`src/rtl/wb_cmd_master.sv`:
```
// rtl/wb_cmd_master.sv - Wishbone pipelined initiator turning single commands into bus transactions (optional WB_MASTER_TIMEOUT_EN)
module wb_cmd_master #(
    parameter int ADDR_WIDTH     = 4,
    parameter int MAX_RETRY      = 3,
    parameter int TIMEOUT_CYCLES = 255
) (
    input  logic                  clk_i,
    input  logic                  rst_i,
    input  logic                  cmd_valid_i,
    output logic                  cmd_ready_o,
    input  logic                  cmd_we_i,
    input  logic [ADDR_WIDTH-1:0] cmd_adr_i,
    input  logic [3:0]            cmd_sel_i,
    input  logic [31:0]           cmd_dat_i,
    output logic                  rsp_valid_o,
    input  logic                  rsp_ready_i,
    output logic [31:0]           rsp_dat_o,
    output logic [1:0]            rsp_status_o,
    output logic                  wb_cyc_o,
    output logic                  wb_stb_o,
    output logic                  wb_we_o,
    output logic [ADDR_WIDTH-1:0] wb_adr_o,
    output logic [3:0]            wb_sel_o,
    output logic [31:0]           wb_dat_o,
    input  logic                  wb_stall_i,
    input  logic                  wb_ack_i,
    input  logic                  wb_err_i,
    input  logic                  wb_rty_i,
    input  logic [31:0]           wb_dat_i
);

    typedef enum logic [1:0] {
        S_IDLE = 2'd0,
        S_REQ  = 2'd1,
        S_WAIT = 2'd2,
        S_RESP = 2'd3
    } state_t;

    localparam logic [1:0] ST_OK      = 2'b00;
    localparam logic [1:0] ST_ERR     = 2'b01;
    localparam logic [1:0] ST_RETRY   = 2'b10;
    localparam logic [1:0] ST_TIMEOUT = 2'b11;

    localparam int RW = (MAX_RETRY > 0) ? $clog2(MAX_RETRY + 1) : 1;
    localparam logic [RW-1:0] RETRY_MAX = RW'(MAX_RETRY);

    state_t                  state_q, state_d;
    logic                    we_q, we_d;
    logic [ADDR_WIDTH-1:0]   adr_q, adr_d;
    logic [3:0]              sel_q, sel_d;
    logic [31:0]             dat_q, dat_d;
    logic [31:0]             rsp_dat_q, rsp_dat_d;
    logic [1:0]              rsp_status_q, rsp_status_d;
    logic [RW-1:0]           retry_q, retry_d;
    logic                    term_cycle;
    logic                    enter_req;

`ifdef WB_MASTER_TIMEOUT_EN
    localparam int TW = $clog2(TIMEOUT_CYCLES + 1);
    localparam logic [TW-1:0] TMO_LAST = TW'(TIMEOUT_CYCLES - 1);
    logic [TW-1:0] tmo_q, tmo_d;
    logic          tmo_expire;
    assign tmo_expire = (tmo_q == TMO_LAST);
`else
    localparam int unused_timeout_cycles = TIMEOUT_CYCLES;
`endif

    // The bus handshake signals come straight from the state; data/address are registered at accept
    assign cmd_ready_o  = (state_q == S_IDLE);
    assign wb_cyc_o     = (state_q == S_REQ) || (state_q == S_WAIT);
    assign wb_stb_o     = (state_q == S_REQ);
    assign wb_we_o      = we_q;
    assign wb_adr_o     = adr_q;
    assign wb_sel_o     = sel_q;
    assign wb_dat_o     = dat_q;
    assign rsp_valid_o  = (state_q == S_RESP);
    assign rsp_dat_o    = rsp_dat_q;
    assign rsp_status_o = rsp_status_q;

    // A termination is only seen in WAIT, or in REQ on the cycle the strobe is accepted
    assign term_cycle = (state_q == S_WAIT) || ((state_q == S_REQ) && !wb_stall_i);

    // Next-state and datapath updates; termination priority err > ack > rty > timeout
    always_comb begin
        state_d      = state_q;
        we_d         = we_q;
        adr_d        = adr_q;
        sel_d        = sel_q;
        dat_d        = dat_q;
        rsp_dat_d    = rsp_dat_q;
        rsp_status_d = rsp_status_q;
        retry_d      = retry_q;
        enter_req    = 1'b0;
        case (state_q)
            S_IDLE: begin
                if (cmd_valid_i) begin
                    we_d      = cmd_we_i;
                    adr_d     = cmd_adr_i;
                    sel_d     = cmd_sel_i;
                    dat_d     = cmd_dat_i;
                    state_d   = S_REQ;
                    enter_req = 1'b1;
                end
            end
            S_REQ, S_WAIT: begin
                if (term_cycle && wb_err_i) begin
                    rsp_status_d = ST_ERR;
                    rsp_dat_d    = 32'd0;
                    state_d      = S_RESP;
                end else if (term_cycle && wb_ack_i) begin
                    rsp_status_d = ST_OK;
                    rsp_dat_d    = we_q ? 32'd0 : wb_dat_i;
                    state_d      = S_RESP;
                end else if (term_cycle && wb_rty_i) begin
                    if (retry_q < RETRY_MAX) begin
                        retry_d   = retry_q + 1'b1;
                        state_d   = S_REQ;
                        enter_req = 1'b1;
                    end else begin
                        rsp_status_d = ST_RETRY;
                        rsp_dat_d    = 32'd0;
                        state_d      = S_RESP;
                    end
`ifdef WB_MASTER_TIMEOUT_EN
                end else if (tmo_expire) begin
                    rsp_status_d = ST_TIMEOUT;
                    rsp_dat_d    = 32'd0;
                    state_d      = S_RESP;
`endif
                end else if ((state_q == S_REQ) && !wb_stall_i) begin
                    state_d = S_WAIT;
                end
            end
            S_RESP: begin
                if (rsp_ready_i) begin
                    state_d = S_IDLE;
                    retry_d = '0;
                end
            end
            default: state_d = S_IDLE;
        endcase
    end

`ifdef WB_MASTER_TIMEOUT_EN
    // Counts cycles of the current strobe attempt; restarts each time REQ is (re)entered
    always_comb begin
        tmo_d = tmo_q;
        if (enter_req) begin
            tmo_d = '0;
        end else if (wb_cyc_o) begin
            tmo_d = tmo_q + 1'b1;
        end
    end

    // Timeout counter register
    always_ff @(posedge clk_i) begin
        if (rst_i) begin
            tmo_q <= '0;
        end else begin
            tmo_q <= tmo_d;
        end
    end
`endif

    // State and datapath registers; reset abandons any transaction in flight
    always_ff @(posedge clk_i) begin
        if (rst_i) begin
            state_q      <= S_IDLE;
            we_q         <= 1'b0;
            adr_q        <= '0;
            sel_q        <= 4'd0;
            dat_q        <= 32'd0;
            rsp_dat_q    <= 32'd0;
            rsp_status_q <= ST_OK;
            retry_q      <= '0;
        end else begin
            state_q      <= state_d;
            we_q         <= we_d;
            adr_q        <= adr_d;
            sel_q        <= sel_d;
            dat_q        <= dat_d;
            rsp_dat_q    <= rsp_dat_d;
            rsp_status_q <= rsp_status_d;
            retry_q      <= retry_d;
        end
    end

endmodule

```
`config.mk`:
```
export PLATFORM = sky130hd
export DESIGN_NAME = wb_cmd_master
export DESIGN_NICKNAME = d
export VERILOG_FILES = /design/src/rtl/wb_cmd_master.sv
export SDC_FILE = /design/constraint.sdc
export NUM_CORES = 1
export LEC_CHECK = 0
export ABC_AREA = 1
export BUFFER_PORTS_ARGS = -buffer_cell sky130_fd_sc_hd__buf_2
export CAP_MARGIN = 5
export CORE_UTILIZATION = 51
export DETAILED_ROUTE_END_ITERATION = 8
export PLACE_DENSITY_LB_ADDON = 0.3
export SLEW_MARGIN = 10
export SYNTH_ARGS = -nofsm -noshare
export SYNTH_HDL_FRONTEND = slang
export SYNTH_SLANG_ARGS = --single-unit
export TNS_END_PERCENT = 5
```
`constraint.sdc`:
```
create_clock -name clk_i -period 2.57 [get_ports clk_i]
set_clock_uncertainty 0.05 [all_clocks]
set_input_delay 0.771 -clock clk_i [delete_from_list [all_inputs] [get_ports clk_i]]
set_output_delay 0.771 -clock clk_i [all_outputs]
set_load 0.03 [all_outputs]
```
==> metrics <==
vias in the first global route=3402; PD cells=981 nW/um^2; Reg area=1580 um^2; Vias/cell=4.89; hold_buf cts=0; RR Startpoint=state_q[1]$_SDFFE_PP0P_; critical path fanouts, max=4; Max-Cap Viols=0; fmax=464 MHz; setup bufs post-CTS=0; num rows=30; die width=86.6 um; later-pin clock latency in the skew report=340 ps; met1 WL=3.99 mm; cells on worst reg2reg path=9; 1st-iter DRT viols=179; final count of hold timing violations=0; global route overflow=0; Synth Net Count=620; Synth Flop Type=dfxtp_1; TritonCTS clock tree=yes; post-placement cell count=757; initial antenna violation count=0; HP Class=reg2reg; HPWL after detailed placement=6.32 mm; I/O pin total=160; Area Growth Syn to Fin=28.0%; Critical Path RT=1750 ps; number of I/O port buffers=159; die area=7510 um^2; share of cells above drive strength 1=28.5%; DRC viols=0; R2R setup slack=420 ps; area of the multi-input gates=1690 um^2; wire per inst=11.7 um; Critical Path End=wb_cyc_o; Total Routing Usage GR=24.3%; global-route wire length before repair=14.6 mm; Max Root-Sink Buffers=2; met2 routed WL=4.31 mm; clock transition at the registers of the reported paths=80 ps; final worst path period share=83.9%; DR top layer=met4; sequential area share after synthesis=43.3%; Final Net Count=759; number of synthesized flops with an enable pin=0; crit path launch type=register; normalized max-slew margin=56.8%; Final Max Slew Viols=0; yosys warns=0; DR pass1 iterations=4; CP Capture Type=output pin; routed wire length on met3=633 um; Worst R2R End=rsp_dat_o[19]$_SDFFE_PP0P_; Setup TNS=0 ps; CTS buffer count=9; LEAKAGE=2.40 nW; clock sinks=79; fin worst setup slack=415 ps; dpl ws=225 ps; fin util=68.1%; share of synthesized registers carrying an async set or reset=0%; Finish-stage setup viols=0; Synth Area per Inst=6.85 um^2; Mapped Area=3650 um^2; VDD IR max=0.666 mV; arrival time at the worst endpoint=1330 ps; crit path from=state_q[1]$_SDFFE_PP0P_; RSZ-0062 raised after global routing=false; diode count=0; Least-Margin Pin Slew=646 ps; Yosys cell types=22; die height=86.6 um; initial core utilization=53.2%; post-route ant nets=0; synthesized flop and latch total=79; CTS root buffer=clkbuf_8; status=complete, no violations; FILL cells=634; core area=6870 um^2; routability cong.=0.753; Total Wirelength=9.01 mm; Setup Crit Path Kind=reg2out; Cells after Synth=533; PostCTS Resize Cnt=0; H-tree depth=3; Cell Count, Final, Fillers Out=773; min Tclk post-route=2160 ps; pin count of the biggest net entering global routing=47; Vias=3783
## metrics by stage
| step | total power, mW | hold slack (ps) | cell area [um^2] |
|---|---|---|---|
| final | 4.59 | 409 | 4680 |
| after global routing | 4.88 | 430 | 4680 |
| after CTS | 4.62 | 413 | 4680 |
| after detailed placement | 3.51 | 401 | 4430 |
| after global placement | 3.47 | 396 | 4430 |
| after floorplan | 3.08 | 440 | 3650 |
## per-layer routing
| layer | up-vias | GRT usage [%] |
|---|---|---|
| met5 | - | 0 |
| met4 | 0 | 10.2 |
| met3 | 10 | 6.19 |
| met2 | 134 | 42.3 |
| met1 | 1679 | 28.6 |
| li1 | 1960 | - |
## synthesized netlist by cell type (2+ instances only)
| master | n | area [um^2] |
|---|---|---|
| clkbuf_1 | 23 | 86.3 |
| o21ai_0 | 43 | 215 |
| buf_2 | 11 | 55.1 |
| nand4_1 | 2 | 12.5 |
| nand2_1 | 52 | 195 |
| a21oi_1 | 34 | 170 |
| ha_1 | 6 | 75.1 |
| nand3_1 | 64 | 320 |
| dfxtp_1 | 79 | 1580 |
| buf_6 | 6 | 67.6 |
| nor2_1 | 155 | 582 |
| inv_1 | 46 | 173 |
| nand2_4 | 3 | 33.8 |
## cell type report
cell class | count | area share (%)
Inverter | 47 | 3.77
Sequential cell | 79 | 33.8
Tap cell | 96 | 2.57
Timing Repair Buffer | 168 | 18.5
Clock buffer | 9 | 2.65
Clock inverter | 7 | 2.57
Multi-Input combinational cell | 367 | 36.2
## cell families after synthesis
kind of cell / after synthesis / synth area share [%]
compound gates: 83 / 12.1
flops: 79 / 43.3
buf+inv: 87 / 10.5
fa+ha+maj: 6 / 2.05
simple gates: 278 / 32.1
## worst max-delay path: stages (launching register included)
cell and delay, ps:
dfxtp_1 360, inv_1 100, ha_1 320, buf_2 210
## sequential cells by signal, indices dropped and copies added (netlist names)
signal,count
wb_dat_o,32
wb_sel_o,4
rsp_dat_o,32
wb_we_o,1
retry_q,2
state_q,2
wb_adr_o,4
rsp_status_o,2
## worst min path at each step
stage | startpoint | end | slack, ps | cells after the start
after floorplan | retry_q[1]$_SDFFE_PP0P_ | retry_q[1]$_SDFFE_PP0P_ | 440 | 4
after global placement | rsp_status_o[1]$_SDFFE_PP0P_ | rsp_status_o[1]$_SDFFE_PP0P_ | 400 | 2
after detailed placement | rsp_status_o[1]$_SDFFE_PP0P_ | rsp_status_o[1]$_SDFFE_PP0P_ | 400 | 2
after CTS | rsp_status_o[1]$_SDFFE_PP0P_ | rsp_status_o[1]$_SDFFE_PP0P_ | 410 | 2
after global routing | rsp_dat_o[9]$_SDFFE_PP0P_ | rsp_dat_o[9]$_SDFFE_PP0P_ | 430 | 2
final | rsp_status_o[1]$_SDFFE_PP0P_ | rsp_status_o[1]$_SDFFE_PP0P_ | 410 | 2
## power by group
part	switching [mW]	internal, mW
logic	1.40	0.541
clock network	0.457	0.649
registers	0.103	1.44
## cells in the final DEF, fill, tap and decap left out, types with 9 or more instances in the layout
master,Yosys,layout
buf_2,11,159
nor2_1,155,155
dfxtp_1,79,79
nand3_1,64,64
nand2_1,52,52
inv_1,46,46
o21ai_0,43,43
a21oi_1,34,34
clkbuf_8,0,9
buf_4,0,9
No activity file was read; power rests on OpenSTA's default activity.
